[config.mk]
export PLATFORM = sky130hd
export DESIGN_NAME = hazard_forward_unit
export DESIGN_NICKNAME = d
export VERILOG_FILES = /design/src/rtl/hazard_forward_unit_pkg.sv /design/src/rtl/hazard_forward_unit_fwd_mux.sv /design/src/rtl/hazard_forward_unit.sv
export SDC_FILE = /design/constraint.sdc
export NUM_CORES = 1
export LEC_CHECK = 0
export CORE_MARGIN = 4
export CORE_UTILIZATION = 43
export CTS_BUF_LIST = sky130_fd_sc_hd__clkbuf_4 sky130_fd_sc_hd__clkbuf_8
export DETAILED_ROUTE_END_ITERATION = 12
export PLACE_DENSITY = 0.89
export SLEW_MARGIN = 20
export SYNTH_ARGS = -nofsm -noshare
export SYNTH_HDL_FRONTEND = slang
export SYNTH_SLANG_ARGS = --single-unit
[constraint.sdc]
create_clock -name clk_i -period 4.7 [get_ports clk_i]
set_input_delay 0.94 -clock clk_i [delete_from_list [all_inputs] [get_ports clk_i]]
set_output_delay 0.94 -clock clk_i [all_outputs]
set_load 0.005 [all_outputs]
[src/rtl/hazard_forward_unit_pkg.sv]
// Shared types for the hazard/forwarding unit: forwarding source codes,
// stall FSM states and the stall statistics counter width.
package hazard_pkg;

   localparam int STALL_CNT_W = 16;

   typedef enum logic [1:0] {
      FWD_RF  = 2'd0,
      FWD_EX  = 2'd1,
      FWD_MEM = 2'd2,
      FWD_WB  = 2'd3
   } fwd_sel_e;

   typedef enum logic {
      RUN   = 1'b0,
      STALL = 1'b1
   } hz_state_e;

endpackage

[src/rtl/hazard_forward_unit_fwd_mux.sv]
// One read port's forwarding select: compares the source index against the
// EX, MEM and WB destinations and picks the youngest valid producer.
// The WB inputs are tied off by the top when HAZARD_WB_FWD_EN is undefined,
// so the WB branch can never win and FWD_WB is never produced.
module fwd_mux
   import hazard_pkg::*;
#(
   parameter int XLEN = 32,
   parameter int AW   = 5
) (
   input  logic [AW-1:0]   i_rs_idx,
   input  logic [XLEN-1:0] i_rf_val,
   input  logic            i_ex_valid,
   input  logic            i_ex_is_load,
   input  logic [AW-1:0]   i_ex_rd_idx,
   input  logic [XLEN-1:0] i_ex_result,
   input  logic            i_mem_valid,
   input  logic            i_mem_is_load,
   input  logic [AW-1:0]   i_mem_rd_idx,
   input  logic [XLEN-1:0] i_mem_alu_res,
   input  logic [XLEN-1:0] i_mem_rdata,
   input  logic            i_wb_valid,
   input  logic [AW-1:0]   i_wb_rd_idx,
   input  logic [XLEN-1:0] i_wb_data,
   output logic [XLEN-1:0] o_val,
   output logic [1:0]      o_sel
);

   fwd_sel_e w_sel;

   // Priority select: x0 is never forwarded; a load in EX has no data yet.
   always_comb begin
      w_sel = FWD_RF;
      o_val = i_rf_val;
      if (i_rs_idx == '0) begin
         w_sel = FWD_RF;
         o_val = i_rf_val;
      end else if (i_ex_valid && !i_ex_is_load && (i_ex_rd_idx == i_rs_idx)) begin
         w_sel = FWD_EX;
         o_val = i_ex_result;
      end else if (i_mem_valid && (i_mem_rd_idx == i_rs_idx)) begin
         w_sel = FWD_MEM;
         o_val = i_mem_is_load ? i_mem_rdata : i_mem_alu_res;
      end else if (i_wb_valid && (i_wb_rd_idx == i_rs_idx)) begin
         w_sel = FWD_WB;
         o_val = i_wb_data;
      end
   end

   assign o_sel = w_sel;

endmodule

[src/rtl/hazard_forward_unit.sv]
// Hazard detection and operand forwarding for the ID->EX boundary.
// Detects load-use hazards and stalls PC/IF/ID for LOAD_LAT cycles,
// inserting bubbles; otherwise registers the forwarded operands.
// Optional WB forwarding: define HAZARD_WB_FWD_EN.
module hazard_forward_unit
   import hazard_pkg::*;
#(
   parameter int XLEN     = 32,
   parameter int AW       = 5,
   parameter int NRP      = 2,
   parameter int LOAD_LAT = 1
) (
   input  logic                   clk_i,
   input  logic                   reset_i,
   input  logic                   flush_i,
   input  logic                   id_valid_i,
   input  logic [NRP*AW-1:0]      id_rs_idx_i,
   input  logic [NRP*XLEN-1:0]    id_rs_val_i,
   input  logic                   ex_valid_i,
   input  logic [AW-1:0]          ex_rd_idx_i,
   input  logic                   ex_is_load_i,
   input  logic [XLEN-1:0]        ex_result_i,
   input  logic                   mem_valid_i,
   input  logic [AW-1:0]          mem_rd_idx_i,
   input  logic                   mem_is_load_i,
   input  logic [XLEN-1:0]        mem_alu_res_i,
   input  logic [XLEN-1:0]        mem_rdata_i,
`ifdef HAZARD_WB_FWD_EN
   input  logic                   wb_valid_i,
   input  logic [AW-1:0]          wb_rd_idx_i,
   input  logic [XLEN-1:0]        wb_data_i,
`endif
   output logic                   stall_o,
   output logic                   exe_valid_o,
   output logic [NRP*XLEN-1:0]    exe_rs_val_o,
   output logic [NRP*2-1:0]       fwd_sel_o,
   output logic [STALL_CNT_W-1:0] stall_cnt_o
);

   localparam int CNT_W = $clog2(LOAD_LAT + 1);

   hz_state_e               r_state;
   hz_state_e               w_next_state;
   logic [CNT_W-1:0]        r_cnt;
   logic [CNT_W-1:0]        w_next_cnt;
   logic                    w_idx_match;
   logic                    w_hazard;
   logic                    w_stall;
   logic                    r_exe_valid;
   logic [NRP*XLEN-1:0]     r_exe_rs_val;
   logic [NRP*2-1:0]        r_fwd_sel;
   logic [STALL_CNT_W-1:0]  r_stall_cnt;
   logic [NRP*XLEN-1:0]     w_fwd_val;
   logic [NRP*2-1:0]        w_fwd_sel;
   logic                    w_wb_valid;
   logic [AW-1:0]           w_wb_rd_idx;
   logic [XLEN-1:0]         w_wb_data;

`ifdef HAZARD_WB_FWD_EN
   assign w_wb_valid  = wb_valid_i;
   assign w_wb_rd_idx = wb_rd_idx_i;
   assign w_wb_data   = wb_data_i;
`else
   assign w_wb_valid  = 1'b0;
   assign w_wb_rd_idx = '0;
   assign w_wb_data   = '0;
`endif

   genvar g;
   generate
      for (g = 0; g < NRP; g++) begin : g_port
         fwd_mux #(
            .XLEN (XLEN),
            .AW   (AW)
         ) u_fwd_mux (
            .i_rs_idx      (id_rs_idx_i[g*AW +: AW]),
            .i_rf_val      (id_rs_val_i[g*XLEN +: XLEN]),
            .i_ex_valid    (ex_valid_i),
            .i_ex_is_load  (ex_is_load_i),
            .i_ex_rd_idx   (ex_rd_idx_i),
            .i_ex_result   (ex_result_i),
            .i_mem_valid   (mem_valid_i),
            .i_mem_is_load (mem_is_load_i),
            .i_mem_rd_idx  (mem_rd_idx_i),
            .i_mem_alu_res (mem_alu_res_i),
            .i_mem_rdata   (mem_rdata_i),
            .i_wb_valid    (w_wb_valid),
            .i_wb_rd_idx   (w_wb_rd_idx),
            .i_wb_data     (w_wb_data),
            .o_val         (w_fwd_val[g*XLEN +: XLEN]),
            .o_sel         (w_fwd_sel[g*2 +: 2])
         );
      end
   endgenerate

   // Does any read port consume the register the EX-stage load will write?
   always_comb begin
      w_idx_match = 1'b0;
      for (int p = 0; p < NRP; p++) begin
         if (id_rs_idx_i[p*AW +: AW] == ex_rd_idx_i) w_idx_match = 1'b1;
      end
   end

   assign w_hazard = id_valid_i & ex_valid_i & ex_is_load_i &
                     (ex_rd_idx_i != '0) & w_idx_match;

   // Stall FSM next-state: flush and reset override; stall is combinational.
   always_comb begin
      w_next_state = r_state;
      w_next_cnt   = r_cnt;
      w_stall      = 1'b0;
      if (!reset_i || flush_i) begin
         w_next_state = RUN;
         w_next_cnt   = '0;
      end else if (r_state == RUN) begin
         if (w_hazard) begin
            w_stall      = 1'b1;
            w_next_cnt   = CNT_W'(LOAD_LAT - 1);
            w_next_state = (LOAD_LAT > 1) ? STALL : RUN;
         end
      end else begin
         w_stall    = 1'b1;
         w_next_cnt = r_cnt - CNT_W'(1);
         if (r_cnt == CNT_W'(1)) w_next_state = RUN;
      end
   end

   // Stall FSM state and remaining-cycle counter.
   always_ff @(posedge clk_i) begin
      if (!reset_i) begin
         r_state <= RUN;
         r_cnt   <= '0;
      end else begin
         r_state <= w_next_state;
         r_cnt   <= w_next_cnt;
      end
   end

   // EX-entry register: bubble and hold while stalled, else capture operands.
   always_ff @(posedge clk_i) begin
      if (!reset_i) begin
         r_exe_valid  <= 1'b0;
         r_exe_rs_val <= '0;
         r_fwd_sel    <= '0;
      end else if (w_stall) begin
         r_exe_valid  <= 1'b0;
      end else begin
         r_exe_valid  <= id_valid_i & ~flush_i;
         r_exe_rs_val <= w_fwd_val;
         r_fwd_sel    <= w_fwd_sel;
      end
   end

   // Saturating count of stalled cycles.
   always_ff @(posedge clk_i) begin
      if (!reset_i) begin
         r_stall_cnt <= '0;
      end else if (w_stall && (r_stall_cnt != '1)) begin
         r_stall_cnt <= r_stall_cnt + STALL_CNT_W'(1);
      end
   end

   assign stall_o      = w_stall;
   assign exe_valid_o  = r_exe_valid;
   assign exe_rs_val_o = r_exe_rs_val;
   assign fwd_sel_o    = r_fwd_sel;
   assign stall_cnt_o  = r_stall_cnt;

endmodule
---- Yosys cells after proc, flatten, opt, wreduce, memory -nomap -nowiden ----
Index checks and enable logic that the tools add are counted.
word-level totals
  word-level logic and storage cells ...... 60
  bits in registers ....................... 87
  bits of input ports ..................... 188
  output and inout bits ................... 86
operators by class
  bitwise operators ....................... 8
  add/sub/neg operators ................... 2
  reductions and logical operators ........ 16
  multiplexer cells ....................... 21
  equality and inequality tests ........... 7
operators with widths
  cell                                           number
  two-way mux 32 bit                             7
  == test 5 bit                                  6
  adder 16 x 1 -> 16 bit, second input constant  1
  != test 16 bit, second input constant          1
  two-way mux 2 bit                              6
  logical NOT 5 bit                              2
  two-way mux 1 bit                              8
  logical AND 1 bit                              6
  AND 1 bit                                      5
  nonzero test 5 bit                             1
  OR reduction 2 bit                             2
  NOT 1 bit                                      3
  OR reduction 3 bit                             1
  logical NOT 1 bit                              2
  nonzero test 2 bit                             1
  logical OR 1 bit                               1
  subtractor 1 bit, second input constant        1

---- Depth between registers and ports, before layout ----
Gate-level depths: netlist of run 1.
  depth in word-level cells ............... 8
  gate-level depth with buffers ........... 8
  depth with buffers taken out ............ 7

---- Hierarchy ----
From an unflattened synthesis of run 1, not the netlist that was laid out.
second synthesis, totals
  cell total of the unflattened synthesis .. 941
  area total of the unflattened synthesis .. 6,994.2 um^2
by module, submodules not included
  module               times used  area each (um^2)  cells an instance  sequential area each (um^2)
  fwd_mux              2           1,774.2           259                0.0
  hazard_forward_unit  1           3,445.8           423                1,741.7

---- Worst setup path before layout of run 1 ----
OpenSTA, ideal clock, no wires.
  kind .................................... input-to-output
  from .................................... input ex_rd_idx_i[1]
  to ...................................... output stall_o
  cell stages on the path ................. 6
  arrival time ............................ 2.262 ns
  required time ........................... 3.760 ns
  path slack .............................. 1.498 ns
  path buffers ............................ 1
  path through ............................ or4_1 o2111ai_2 nor2_2 a22oi_4 inv_2 buf_2
between the ends
  word-level cells in the longest chain between the ends .. 7
  elaborated cells on any way between the ends .. 10
  those cells by class .................... eq/ne: 2; mux: 5; bitwise: 2; reduce/logical: 1
ends and longest elaborated chain
  element                          RTL line                    RTL
  from (decl)                      hazard_forward_unit.sv:20   input logic [AW-1:0] ex_rd_idx_i,
  == test 5 bit                    hazard_forward_unit.sv:100  if (id_rs_idx_i[p*AW +: AW] == ex_rd_idx_i) w_idx_match = 1'b1;
  two-way mux 1 bit (2 in series)  hazard_forward_unit.sv:100
  AND 1 bit *                      hazard_forward_unit.sv:105  (ex_rd_idx_i != '0) & w_idx_match;
  two-way mux 1 bit *              hazard_forward_unit.sv:116  if (w_hazard) begin
  two-way mux 1 bit *              hazard_forward_unit.sv:115  end else if (r_state == RUN) begin
  two-way mux 1 bit *              hazard_forward_unit.sv:112  if (!reset_i || flush_i) begin
  to (decl)                        hazard_forward_unit.sv:33   output logic stall_o,
Mark *: on every way between the ends. The rest lies on a longest branch, timed or not.

---- Worst setup path in the final report of run 1 ----
Ends and elaborated chain as after synthesis.

==> results of run 1 <==
==> power groups by stage <==
stage | clock network, mW | registers [mW] | logic, mW
2_1_floorplan | 0 | 0.813 | 0.129
3_3_place_gp | 0 | 0.811 | 0.413
3_5_place_dp | 0 | 0.812 | 0.423
4_1_cts | 0.544 | 0.796 | 0.426
5_1_grt | 0.576 | 0.800 | 0.452
6_report | 0.543 | 0.796 | 0.428
==> registers in the layout, summed over array words and instances (netlist names) <==
signal,cells
r_cnt,1
r_state,1
exe_rs_val_o,64
exe_valid_o,1
stall_cnt_o,16
fwd_sel_o,4
==> through the flow <==
step           hold slack, ps   util
2_1_floorplan             426      -
3_3_place_gp              430  0.699
3_5_place_dp              443  0.699
4_1_cts                   457  0.717
5_1_grt                   480  0.717
6_report                  456  0.717
==> cell usage after synthesis, drive strengths merged (2+ instances only) <==
library cell and n:
nand4 8, o311ai 2, nand2 74, o21ai 36
nand3 35, clkbuf 30, mux2 9, xor2 16
and4 2, nor3b 2, nor3 4, a22oi 25
a21oi 13, or3 3, buf 19, dfxtp 87
inv 2, or4 2, and3 33, o22ai 32
mux2i 31, nor4 2, and2 2, a31oi 2
o211ai 3, xnor2 4, nand2b 5, a222oi 7
nor2 17, o41ai 2, o31ai 60
==> layer usage <==
layer	up-vias	global-route usage	wire, um
li1	2714	-	-
met1	2818	0.348	7590
met2	431	0.514	10200
met3	90	0.0692	2180
met4	0	0.171	1030
met5	-	0	0
==> worst max path at each step <==
stage	to	slack, ps	start
after floorplan	stall_o	1500	ex_rd_idx_i[1]
after global placement	stall_o	800	ex_rd_idx_i[1]
after detailed placement	stall_o	770	ex_rd_idx_i[1]
after CTS	stall_o	760	ex_rd_idx_i[1]
after global routing	stall_o	640	ex_rd_idx_i[1]
final	stall_o	760	ex_rd_idx_i[1]
==> layout by cell type, fill, tap and decap left out, types with 4 or more instances in the layout <==
master | netlist | layout
a21oi_1 | 13 | 13
a222oi_1 | 7 | 7
a22oi_1 | 24 | 24
and3_1 | 33 | 33
buf_4 | 0 | 13
clkbuf_8 | 0 | 11
clkdlybuf4s50_1 | 0 | 272
dfxtp_1 | 87 | 87
mux2_2 | 9 | 9
mux2i_1 | 31 | 31
nand2_1 | 74 | 74
nand2b_1 | 5 | 5
nand3_1 | 35 | 35
nand4_1 | 8 | 8
nor2_1 | 16 | 16
o21ai_0 | 12 | 12
o21ai_1 | 24 | 23
o22ai_1 | 32 | 32
o31ai_1 | 60 | 60
xnor2_1 | 4 | 4
xor2_1 | 16 | 16
==> worst min-delay path, cell delays in order, from the launching register on <==
cell,delay [ps]
dfxtp_1,320
nand2_1,50
a21oi_1,50
==> final cells by class <==
class,instances,area [um2],share of cell area
Sequential cell,87,1740,0.221
Tap cell,140,175,0.0222
Clock inverter,4,45.0,0.00572
Multi-Input combinational cell,444,2920,0.371
Inverter,3,11.3,0.00143
Timing Repair Buffer,286,2830,0.359
Clock buffer,11,151,0.0192
==> logic make-up after synthesis <==
family / synth area share
and+or+nand+nor: 0.199
AOI/OAI and AO/OA: 0.272
DFF: 0.357
buffers and inverters: 0.0499
muxes: 0.0843
xor gates and xnor gates: 0.0359
adders and majority gates: 0.00256
==> results.toml, run 1 <==
[drt]
num_vias = 6053
drtIter0Drc = 620
wl_um = 21000
route.detailed.drc = 0
drt-pass1-iter-count = 6
ant_nets = 0
wire_per_inst_um = 21.6
vias_per_cell = 6.21

[setup_path]
crit_chain = "clkdlybuf4s50_1 -> or4_1 -> o2111ai_2 -> nor2_2 -> a22oi_4 -> inv_2 -> clkdlybuf4s50_1"
r2r_slack_ps = 2500
critical-path-max-stage-delay_ps = 560
cp-start-kind = "primary input"
timing.rr.start = "stall_cnt_o[0]"
crit_slowest_cell = "or4_1"
cp_num_buf_inv = 3
crit_type = "primary input to output port"
crit_top_cell = "clkdlybuf4s50_1"
cp.depth = 7
timing.rr.end = "stall_cnt_o[14]"
crit_family = "buffers and inverters"
cp.arrival_ps = 3000
worstPathRequired_ps = 3760
endpoint_kind = "output port"
ff2ff_path_depth = 6
crit_fanout = 4

[final_layout]
syn2layout_area_growth_pct = 61.2
layout-drive-gt1-share = 0.0611
final_nets = 1020
nFillCells = 846
n_antenna_cell = 0
final_area_mm2 = 0.00787
fin_cells = 975

[cts]
cts_hold_buf = 0
cts_buffer_depth = 2
clock_sinks = 87
clk_latency_ps = 360
clk_pin_slew_worst_paths_ps = 90
cts.repair.resized = 0
cts_root_buf = "clkbuf_8"
cts_setup_buffers = 0
cts_tree = "built"
cts_inserted_buffers = 9
cts_max_level = 3

[grt]
grtUsageTotal = 0.302
grt-ovfl-total = 0
grt_pass1_wl_um = 31400
grt_max_degree = 71
antenna_found_initial = 0
first_global_vias = 6040

[pwr]
power.share.clock = 0.307
ir_drop_mv = 0.154
leakage_nw = 3.02
finalPower_mw = 1.77
internal-power_mw = 1.30
power_frac_seq = 0.451
p_sw_mw = 0.463
power_density_mw_per_mm2 = 224
combPwrFrac = 0.242
switching_share = 0.262

[sta]
hold_viol = 0
worst_slack_ps = 758
rsz0062_at_grt = "no"
period_share = 0.839
clock.fmax_mhz = 254
finalClockSkew_ps = 13.0
relSlewSlack = 0.371
setup_tns_ps = 0
setup_viol = 0
finalMaxSlewViolations = 0
worst_pin_slew_ps = 943
final.min_clock_period_ps = 3940

[yosys]
seq_area_frac_synth = 0.357
synth_ff_type = "dfxtp_1"
syn-cell-area_mm2 = 0.00488
async_flop_share = 0
yosysTopAreaCellShare = 0.357
ys_ff_latch = 87
synth_edf_count = 0
synth_area_per_cell_um2 = 8.38
ys.warnings.count = 0
syn-num-nets = 772
syn-instance-count = 583
synth.distinct_cells = 52
netlist_top_cells_area = "dfxtp_1, o31ai_1, mux2i_1"
yosysTopAreaCell = "dfxtp_1"

[hold_path]
hold_depth = 2
worstHoldStart = "fwd_sel_o[2]"
hold_path_end = "fwd_sel_o[2]"
min_path_type = "flop to flop"

[placement]
dp_slack_ps = 769
placement.io_buffers = 273
place_inst = 960
gp_congestion = 0.998
dp_hpwl_um = 15300
place_area_mm2 = 0.00768

[floorplan]
die_y_um = 115
initial_utilization = 0.445
ios = 274
core_mm2 = 0.0110
fp.dieArea_mm2 = 0.0131
rows = 38
fp.dieW_um = 115

[status]
outcome = "finished, final reports clean"

[run]
maxCapViolations = 0
Note: power is estimated with default switching activity, not from simulation.
==> run 2, diff against run 1 <==
CORE_UTILIZATION = 40   (was 43)
PLACE_DENSITY = 0.84   (was 0.89)
clock period = 4.1 ns   (was 4.7 ns; I/O delays follow)
==> run 2 against run 1 <==
Via count fell by 0.86%. Register-to-register slack got worse by 610 ps. Final area rose by 0.41%. Power rose by 14%. Flip-flop and latch count did not move. Critical path depth did not move. Die area rose by 7.0%. Core utilization fell by 5.6 points. Sequential power rose by 15%. Clock-buffer cell count did not move. Routed wire length fell by 0.37%. Highest routed layer unchanged.
==> results.toml, run 2 (synthesis results as in run 1) <==
[sta]
clock.fmax_mhz = 270
finalClockSkew_ps = 14.3
setup_viol = 0
final.min_clock_period_ps = 3700
relSlewSlack = 0.418
hold_viol = 0
finalMaxSlewViolations = 0
period_share = 0.902
worst_pin_slew_ps = 873
rsz0062_at_grt = "no"
setup_tns_ps = 0

[cts]
cts_max_level = 3
cts_buffer_depth = 2
clock_sinks = 87
cts_hold_buf = 0
cts.repair.resized = 0
cts_root_buf = "clkbuf_8"
clk_pin_slew_worst_paths_ps = 90
cts_tree = "built"
cts_inserted_buffers = 9
cts_setup_buffers = 0
clk_latency_ps = 360

[pwr]
internal-power_mw = 1.48
power_density_mw_per_mm2 = 256
p_sw_mw = 0.539
leakage_nw = 3.03
power.share.clock = 0.305
combPwrFrac = 0.243
switching_share = 0.267
ir_drop_mv = 0.138
power_frac_seq = 0.451
finalPower_mw = 2.02

[final_layout]
n_antenna_cell = 0
final_nets = 1023
fin_cells = 986
layout-drive-gt1-share = 0.0656
largest_register_ffs = 64
syn2layout_area_growth_pct = 61.9
layout_common_cells = "clkdlybuf4s50_1, dfxtp_1, nand2_1"
mostFrequentLayoutCell = "clkdlybuf4s50_1"

[setup_path]
worstPathRequired_ps = 3280
crit_slowest_cell = "or4_1"
endpoint_kind = "output port"
cp-start-kind = "primary input"
crit_fanout = 4
r2r_slack_ps = 1890
crit_chain = "clkdlybuf4s50_1 -> or4_1 -> o2111ai_2 -> nor2_2 -> a22oi_4 -> inv_2 -> clkdlybuf4s50_1"
critical-path-max-stage-delay_ps = 540
ff2ff_path_depth = 6
timing.rr.end = "stall_cnt_o[14]"
cp.arrival_ps = 2880
crit_top_cell = "clkdlybuf4s50_1"
crit_type = "primary input to output port"
timing.rr.start = "stall_cnt_o[0]"

[run]
maxCapViolations = 0

[drt]
drt-pass1-iter-count = 11
wl_um = 21000
num_vias = 6001
ant_nets = 0
route.detailed.drc = 0
drtIter0Drc = 657
vias_per_cell = 6.09
wire_per_inst_um = 21.2

[floorplan]
initial_utilization = 0.408
rows = 40
fp.dieArea_mm2 = 0.0140
die_y_um = 119
core_mm2 = 0.0120
fp.dieW_um = 119
ios = 274

[grt]
grt_max_degree = 71
first_global_vias = 5918
antenna_found_initial = 0
grtUsageTotal = 0.281
grt-ovfl-total = 0
grt_pass1_wl_um = 31700

[status]
outcome = "finished, final reports clean"

[placement]
dp_hpwl_um = 15100
place_inst = 970
placement.io_buffers = 273
gp_congestion = 0.934

[hold_path]
hold_depth = 2
hold_path_end = "fwd_sel_o[3]"
worstHoldStart = "fwd_sel_o[3]"
min_path_type = "flop to flop"
-- run 2: worst max path at each step --
stage                        start  endpoint  cells after the start
floorplan           ex_rd_idx_i[1]   stall_o                      6
global placement    ex_rd_idx_i[2]   stall_o                      7
detailed placement  ex_rd_idx_i[2]   stall_o                      7
CTS                 ex_rd_idx_i[2]   stall_o                      7
global route        ex_rd_idx_i[1]   stall_o                      7
finish              ex_rd_idx_i[2]   stall_o                      7
-- run 2: layout make-up --
cell class	count	area (um2)
fillers	975	4060
multi-input cells	444	2920
repair buffers	289	2850
flip-flops and latches	87	1740
well taps	147	184
clock buffers	11	139
clock inverters	5	58.8
inverters	3	11.3
-- run 2: metrics by stage --
step           worst slack [ps]  cell area [um2]  utilization  hold slack, ps
6_report                    400             7910        0.661             457
5_1_grt                     328             7910        0.661             480
4_1_cts                     411             7910        0.661             458
3_5_place_dp                411             7710        0.644             439
3_3_place_gp                441             7710        0.644             432
2_1_floorplan              1140             4880            -             426
-- run 2: per-layer routing --
layer	wire [um]	track usage
met1	7910	0.330
met2	10300	0.491
met3	1970	0.0617
met4	773	0.126
met5	0	0
-- run 2: power by group through the flow --
| stage | clock network (mW) | logic [mW] | registers (mW) |
|---|---|---|---|
| after floorplan | 0 | 0.148 | 0.932 |
| after global placement | 0 | 0.478 | 0.929 |
| after detailed placement | 0 | 0.488 | 0.931 |
| after CTS | 0.629 | 0.490 | 0.912 |
| after global routing | 0.658 | 0.521 | 0.917 |
| final | 0.617 | 0.492 | 0.912 |
-- run 2: critical path, delay by kind of cell --
family,cells,cell delay [ps]
simple gates,2,620
compound gates,2,450
buf+inv,3,990
